### src/rtl/pipelined_addsub_if.sv
// Operand/result handshake bundle for the pipelined adder/subtractor.
// Master drives operands and result-ready; slave is the datapath.
interface pipelined_addsub_if #(
  parameter int WIDTH = 32
);
  logic             in_valid;
  logic             in_ready;
  logic [WIDTH-1:0] ra;
  logic [WIDTH-1:0] rb;
  logic             sub;
  logic             c_in;
  logic             out_valid;
  logic             out_ready;
  logic [WIDTH-1:0] sum;
  logic             c_out;
  logic             overflow;
  logic             zero;

  modport master (
    output in_valid, ra, rb, sub, c_in, out_ready,
    input  in_ready, out_valid, sum, c_out, overflow, zero
  );

  modport slave (
    input  in_valid, ra, rb, sub, c_in, out_ready,
    output in_ready, out_valid, sum, c_out, overflow, zero
  );
endinterface

### src/rtl/pipelined_addsub.sv
// Pipelined lookahead add/sub: one CHUNK-wide slice per register stage,
// carry rippling stage to stage, valid/ready with global stall.
module pipelined_addsub #(
  parameter int WIDTH = 32,
  parameter int CHUNK = 8
) (
  input logic                clock,
  input logic                clear,
  pipelined_addsub_if.slave  bus
);
  localparam int STAGES = WIDTH / CHUNK;

  logic              stall;
  logic [STAGES-1:0] vld;
  logic [WIDTH-1:0]  bx;
  logic [WIDTH-1:0]  sum_q;
  logic              c_q;
  logic              ov_q;
  logic              z_q;

  // Returns {carry_out, sum} of one slice built from 4-bit g/p groups.
  function automatic logic [CHUNK:0] slice_add(
    input logic [CHUNK-1:0] a,
    input logic [CHUNK-1:0] b,
    input logic             ci
  );
    logic [CHUNK-1:0] g;
    logic [CHUNK-1:0] p;
    logic [CHUNK:0]   c;
    g    = a & b;
    p    = a | b;
    c    = '0;
    c[0] = ci;
    for (int j = 0; j < CHUNK; j += 4) begin
      c[j+1] = g[j] | (p[j] & c[j]);
      c[j+2] = g[j+1] | (p[j+1] & g[j])
             | (p[j+1] & p[j] & c[j]);
      c[j+3] = g[j+2] | (p[j+2] & g[j+1])
             | (p[j+2] & p[j+1] & g[j])
             | (p[j+2] & p[j+1] & p[j] & c[j]);
      c[j+4] = g[j+3] | (p[j+3] & g[j+2])
             | (p[j+3] & p[j+2] & g[j+1])
             | (p[j+3] & p[j+2] & p[j+1] & g[j])
             | (&p[j+:4] & c[j]);
    end
    return {c[CHUNK], a ^ b ^ c[CHUNK-1:0]};
  endfunction

  assign stall         = vld[STAGES-1] && !bus.out_ready;
  assign bus.in_ready  = !stall;
  assign bus.out_valid = vld[STAGES-1];
  assign bus.sum       = sum_q;
  assign bus.c_out     = c_q;
  assign bus.overflow  = ov_q;
  assign bus.zero      = z_q;

  assign bx = bus.sub ? ~bus.rb : bus.rb;

  always_ff @(posedge clock or posedge clear) begin
    if (clear) begin
      vld <= '0;
    end else if (!stall) begin
      vld <= (vld << 1) | STAGES'(bus.in_valid);
    end
  end

  for (genvar k = 0; k < STAGES; k++) begin : stg
    localparam int RW = WIDTH - (k + 1) * CHUNK;

    logic [CHUNK-1:0]         a_s;
    logic [CHUNK-1:0]         b_s;
    logic                     ci;
    logic [CHUNK:0]           r;
    logic [(k+1)*CHUNK-1:0]   s_n;

    if (k == 0) begin : src
      assign a_s = bus.ra[CHUNK-1:0];
      assign b_s = bx[CHUNK-1:0];
      assign ci  = bus.sub | bus.c_in;
      assign s_n = r[CHUNK-1:0];
    end else begin : src
      assign a_s = stg[k-1].ops.a_q[CHUNK-1:0];
      assign b_s = stg[k-1].ops.b_q[CHUNK-1:0];
      assign ci  = stg[k-1].ops.cy_q;
      assign s_n = {r[CHUNK-1:0], stg[k-1].ops.s_q};
    end

    assign r = slice_add(a_s, b_s, ci);

    if (k < STAGES - 1) begin : ops
      logic [RW-1:0]          a_n;
      logic [RW-1:0]          b_n;
      logic [RW-1:0]          a_q;
      logic [RW-1:0]          b_q;
      logic [(k+1)*CHUNK-1:0] s_q;
      logic                   cy_q;

      if (k == 0) begin : nx
        assign a_n = bus.ra[WIDTH-1:CHUNK];
        assign b_n = bx[WIDTH-1:CHUNK];
      end else begin : nx
        assign a_n = stg[k-1].ops.a_q[RW+CHUNK-1:CHUNK];
        assign b_n = stg[k-1].ops.b_q[RW+CHUNK-1:CHUNK];
      end

      // Payload of bubbles is don't-care, so no reset here.
      always_ff @(posedge clock) begin
        if (!stall) begin
          a_q  <= a_n;
          b_q  <= b_n;
          s_q  <= s_n;
          cy_q <= r[CHUNK];
        end
      end
    end else begin : fin
      logic cmsb;

      // Carry into the MSB recovered from the sum bit itself.
      assign cmsb = a_s[CHUNK-1] ^ b_s[CHUNK-1] ^ r[CHUNK-1];

      always_ff @(posedge clock or posedge clear) begin
        if (clear) begin
          sum_q <= '0;
          c_q   <= 1'b0;
          ov_q  <= 1'b0;
          z_q   <= 1'b0;
        end else if (!stall) begin
          sum_q <= s_n;
          c_q   <= r[CHUNK];
          ov_q  <= cmsb ^ r[CHUNK];
          z_q   <= (s_n == '0);
        end
      end
    end
  end
endmodule

### src/flat_wrapper.sv
// flat-port wrapper written by rule: the top's interface ports become plain ports
module pipelined_addsub_flat 
#(
  parameter int WIDTH = 32,
  parameter int CHUNK = 8
)
  (clock, clear, bus_in_valid, bus_ra, bus_rb, bus_sub, bus_c_in, bus_out_ready, bus_in_ready, bus_out_valid, bus_sum, bus_c_out, bus_overflow, bus_zero);
  pipelined_addsub_if #(.WIDTH(WIDTH)) bus_i ();
  input logic clock;
  input logic clear;
  input wire logic [$bits(bus_i.in_valid)-1:0] bus_in_valid;
  input wire logic [$bits(bus_i.ra)-1:0] bus_ra;
  input wire logic [$bits(bus_i.rb)-1:0] bus_rb;
  input wire logic [$bits(bus_i.sub)-1:0] bus_sub;
  input wire logic [$bits(bus_i.c_in)-1:0] bus_c_in;
  input wire logic [$bits(bus_i.out_ready)-1:0] bus_out_ready;
  output wire logic [$bits(bus_i.in_ready)-1:0] bus_in_ready;
  output wire logic [$bits(bus_i.out_valid)-1:0] bus_out_valid;
  output wire logic [$bits(bus_i.sum)-1:0] bus_sum;
  output wire logic [$bits(bus_i.c_out)-1:0] bus_c_out;
  output wire logic [$bits(bus_i.overflow)-1:0] bus_overflow;
  output wire logic [$bits(bus_i.zero)-1:0] bus_zero;
  assign bus_i.in_valid = bus_in_valid;
  assign bus_i.ra = bus_ra;
  assign bus_i.rb = bus_rb;
  assign bus_i.sub = bus_sub;
  assign bus_i.c_in = bus_c_in;
  assign bus_i.out_ready = bus_out_ready;
  assign bus_in_ready = bus_i.in_ready;
  assign bus_out_valid = bus_i.out_valid;
  assign bus_sum = bus_i.sum;
  assign bus_c_out = bus_i.c_out;
  assign bus_overflow = bus_i.overflow;
  assign bus_zero = bus_i.zero;
  pipelined_addsub #(.WIDTH(WIDTH), .CHUNK(CHUNK)) u_core (.clock(clock), .clear(clear), .bus(bus_i));
endmodule
### config.mk
export PLATFORM = sky130hd
export DESIGN_NAME = pipelined_addsub_flat
export DESIGN_NICKNAME = d
export VERILOG_FILES = /design/src/rtl/pipelined_addsub_if.sv /design/src/rtl/pipelined_addsub.sv /design/src/flat_wrapper.sv
export SDC_FILE = /design/constraint.sdc
export NUM_CORES = 1
export LEC_CHECK = 0
export BUFFER_PORTS_ARGS = -buffer_cell sky130_fd_sc_hd__buf_4
export CORE_ASPECT_RATIO = 0.5
export CORE_UTILIZATION = 58
export CTS_BUF_LIST = sky130_fd_sc_hd__clkbuf_16
export DETAILED_ROUTE_END_ITERATION = 8
export GPL_TIMING_DRIVEN = 0
export PLACE_DENSITY = 0.8
export SYNTH_ARGS = -nofsm -noshare
export SYNTH_HDL_FRONTEND = slang
export SYNTH_SLANG_ARGS = --single-unit
### constraint.sdc
create_clock -name clock -period 11.63 [get_ports clock]
set_input_delay 2.9075 -clock clock [delete_from_list [all_inputs] [get_ports clock]]
set_output_delay 2.9075 -clock clock [all_outputs]
set_load 0.03 [all_outputs]
# After elaboration in Yosys (flattened, before gate mapping)
# Index checks and enable logic that the tools add are counted.
[totals] output_inout_bits=37 ff_bits=186 word_cells=252
[classes] bitwise=222 n_mux=1 n_reduce_logical=12
[op_table] operator="AND 1 bit" count=120
[op_table] operator="OR 1 bit" count=81
[op_table] operator="XOR 8 bit" count=8
[op_table] operator="AND 8 bit" count=4
[op_table] operator="logical NOT 32 bit" count=1
[op_table] operator="2-to-1 mux 32 bit" count=1
[op_table] operator="inverter 32 bit" count=1
[op_table] operator="OR 8 bit" count=4
[op_table] operator="AND reduction 4 bit" count=8
[op_table] operator="OR 4 x 1 -> 4 bit" count=1
[op_table] operator="XOR 1 bit" count=3
[op_table] operator="logical NOT 1 bit" count=2
[op_table] operator="logical AND 1 bit" count=1

# Longest topological paths before layout
[depth] ltp_word=11 ltp_mapped=12 ltp_nobuf=12

# Worst setup path after synthesis
# No wires, ideal clock.
[synth_path] path_type="input port to output port" startpoint="input bus_out_ready" endpoint="output bus_in_ready" t_arrival_ps=7424 required_ps=8722 stages=3 path_slack_ps=1299 path_buffers=1 path_cell_list="nor2b_4 > inv_2 > clkbuf_1"
[synth_between] elab_chain_len=3
[synth_rtl] item="from (decl)" line="flat_wrapper.sv:16" text="input wire logic [$bits(bus_i.out_ready)-1:0] bus_out_ready;"
[synth_rtl] item="logical NOT 1 bit" line="pipelined_addsub.sv:49" text="assign stall = vld[STAGES-1] && !bus.out_ready;"
[synth_rtl] item="logical AND 1 bit" line="pipelined_addsub.sv:49"
[synth_rtl] item="logical NOT 1 bit" line="pipelined_addsub.sv:50" text="assign bus.in_ready = !stall;"
[synth_rtl] item="to (decl)" line="flat_wrapper.sv:17" text="output wire logic [$bits(bus_i.in_ready)-1:0] bus_in_ready;"
# No other way between the ends.

# Worst setup path after layout
# Ends and elaborated chain as after synthesis.

==> results by group <==
Worst setup path
  • Reg-to-Reg Start: u_core.stg[2].ops.b_q[1]
  • Worst setup path start: bus_out_ready
  • Critical Path Max Stage Delay: 0.43 ns
  • CP Data Required Time: just under 9 ns
  • CP max stage cell: clkbuf_4
  • Critical Path Fanout Max: 61
  • Worst setup path category: input port to output pin
  • Reg2Reg Depth: 11
  • Crit path top cell by count: buf_4
  • CP bufs+invs: 5
  • Crit. End Element: output pin
  • Delay-heaviest family, CP: buffers and inverters
  • Crit path cell chain: buf_4, nor2b_4, inv_2, clkbuf_4, buf_16, buf_4
  • Worst Path Arrival: roughly 4.3 ns
  • Startpoint Class: input port
  • Worst path depth: 6

Routing
  • Routed vias/inst: around 4.9
  • First-iteration detailed-routing DRC count: 226
  • DR WL/cell: 14.6 um
  • DRT Wirelength: ~14 mm
  • Drt pass-1 iters: 4
  • DR vias: 4516
  • DRC viols: 0
  • Final ANT Viol Nets: 0

Clock tree
  • Worst-Skew Late Latency: 0.42 ns
  • Total clock buffers created by CTS: 17
  • Root Driver: clkbuf_16
  • CTS resizes: 0
  • Clock transition at path regs: roughly 0.07 ns
  • Setup bufs post-CTS: 0
  • CTS tree: built
  • Clock Sinks: about 190
  • Clock Path Buffers: 2
  • Htree depth: 4
  • CTS hold repair buffers: 0

GRT
  • Vias in the first global route: approximately 4500
  • GRT Overall Usage: 19.6%
  • First-pass GRT wire length: 21.7 mm
  • Total congestion overflow: 0
  • Largest net degree at the start of global routing: 62
  • Initial antenna violation count: 0

Die
  • Full die area: between 10000 and 15000 um^2
  • Die Y: roughly 86 um
  • # rows: 30
  • I/O Pins: around 110
  • Chip Width: approximately 170 um
  • Starting Density: 59.9%
  • Core box area: 13700 um^2

Cells and area
  • Fillers: ~940
  • Fin nets: 860
  • Share of layout cells above drive strength 1: around 22%
  • Layout area overhead: 20.4%
  • N_diodes: 0
  • Layout Utilization: between 70% and 80%

Pwr
  • Peak supply drop: roughly 140 uV
  • PwrDens: between 200 and 300 nW/um^2
  • Power Total: about 2.5 mW
  • Lkg Pwr: between 4 and 5 nW

Logic synthesis
  • Syn avg cell area: between 10 and 15 um^2
  • Synth async-reset ratio: approximately a fifth
  • Synthesized instance count: around 600
  • Post-Syn Area: 8190 um^2
  • Post-synthesis cell type count: between 40 and 50
  • Synth warnings: 0
  • Syn Nets: 734
  • Post-synth EDFFs: about 150
  • Synth Flop Type: edfxtp_1
  • Flops & latches, synth: 186
  • Register area share after synthesis: about two thirds

Worst hold path
  • HP Start: u_core.stg[1].ops.a_q[12]
  • Hold Path Class: flop to flop
  • Hold depth: 0

STA
  • Slew margin rel.: about 43%
  • Fin crit share: 62.0%
  • Slew Viols, Final: 0
  • Slew @ Worst Pin: approximately 0.85 ns
  • Final Hold Viols: 0
  • Fmax: 139 MHz
  • Min Hold Slack: around 0.42 ns
  • RSZ-0062 raised after global routing: false
  • Worst clock skew: 0.00792 ns
  • Finish-stage setup viols: 0
  • Crit path time final: roughly 7.2 ns

Run status
  • Status: completed

Place
  • DP HPWL: 9.51 mm
  • Placer Congestion: 0.842
  • IO Port Bufs: 105

Run
  • Max_cap viols: 0
## through the flow
step	setup slack [ns]	TNS (ns)	instance area, um^2	instances
6_report	4.41	0	9860	923
5_1_grt	4.32	0	9860	923
4_1_cts	4.39	0	9860	923
3_5_place_dp	4.39	0	9270	891
3_3_place_gp	-0.801	-0.801	9210	889
2_1_floorplan	1.30	0	8190	592
## cells in the final DEF, fill, tap and decap left out, drive strengths merged, types with 14 or more instances in the layout
master / netlist / final
a21oi: 14 / 14
buf: 5 / 112
clkbuf: 7 / 24
dfrtp: 39 / 39
edfxtp: 147 / 147
ha: 64 / 64
inv: 84 / 91
nand2: 91 / 91
nor2: 15 / 15
xnor2: 16 / 16
xor2: 40 / 40
## synthesized netlist by cell type, types with 2 or more instances
master	count	area, um^2
xnor2_1	14	123
xor2_1	38	333
nor4_1	5	31.3
fa_1	8	160
nand3_1	2	10.0
o21ai_1	6	30.0
xor2_2	2	32.5
o311ai_1	2	17.5
nand4_1	2	12.5
nand2b_1	9	56.3
ha_1	64	801
nand3b_1	2	15.0
xnor2_2	2	32.5
inv_1	83	312
a21oi_2	2	17.5
a21oi_1	12	60.1
o21bai_1	8	60.1
clkbuf_1	7	26.3
nor2_1	15	56.3
o21ai_0	2	10.0
buf_2	4	20.0
nand2_1	91	342
nor2b_1	2	12.5
nor3_1	2	10.0
or2_1	2	12.5
edfxtp_1	147	4410
dfrtp_1	39	976
a21o_1	2	15.0
## routing by layer
metal  routed length [um]  vias up  part of all wire (%)  global-route usage, %
met1                 6000     2174                    44                   25.2
met5                    0        -                     0                      0
li1                     -     2221                     -                      -
met3                  611       11                   4.5                   4.43
met2                 6780      110                    50                   33.8
met4                  119        0                  0.88                   5.90
## registers in the layout, summed over array words and instances, names as in the netlist
name,cells
u_core.stg.ops.a_q,48
u_core.bus.c_out,1
u_core.stg.ops.s_q,48
u_core.bus.overflow,1
u_core.bus.zero,1
u_core.bus.sum,32
u_core.stg.ops.cy_q,3
u_core.stg.ops.b_q,48
u_core.vld,4
## where the power goes
group          switching, mW  internal, mW  leakage (nW)
combinational          0.482         0.316          2.22
sequential             0.125          1.04          1.96
clock                  0.270         0.287         0.279
## kinds of logic after synthesis
| logic type | Yosys count | synth area share (%) |
|---|---|---|
| flops | 186 | 65.9 |
| xor+xnor | 56 | 6.36 |
| fa+ha+maj | 72 | 11.7 |
| compound gates | 41 | 3.38 |
| buf+inv | 96 | 4.60 |
| simple gates | 141 | 8.07 |
## layout make-up
cell class	count	area [um^2]	area share, %
buffer	12	65.1	0.660
clock buffer	17	425	4.32
clock inverter	15	159	1.61
inverter	84	315	3.20
multi-input combinational	310	2420	24.5
sequential	186	5390	54.7
tap	192	240	2.44
timing repair buffer	107	843	8.56
## worst reg2reg max path, stage by stage, from the launching register on
cell      delay (ns)
edfxtp_1        0.40
ha_1            0.23
or2_1           0.25
o211ai_2        0.24
a21oi_2         0.11
or2_1           0.25
fa_1            0.54
nor4_1          0.36
nand4_1         0.24
nor2_1          0.26
and4_1          0.23
a22o_1          0.12
## worst paths after layout
path                                       endpoint  slack (ns)
max in group asynchronous        u_core.bus.sum[25]        8.41
min in group asynchronous          u_core.bus.c_out        2.67
hold / removal             u_core.stg[2].ops.a_q[4]        0.42
setup reg to reg                    u_core.bus.zero        8.33
setup / recovery                       bus_in_ready        4.41
hold reg to reg            u_core.stg[2].ops.a_q[4]        0.42
No activity file was read; power rests on OpenSTA's default activity.
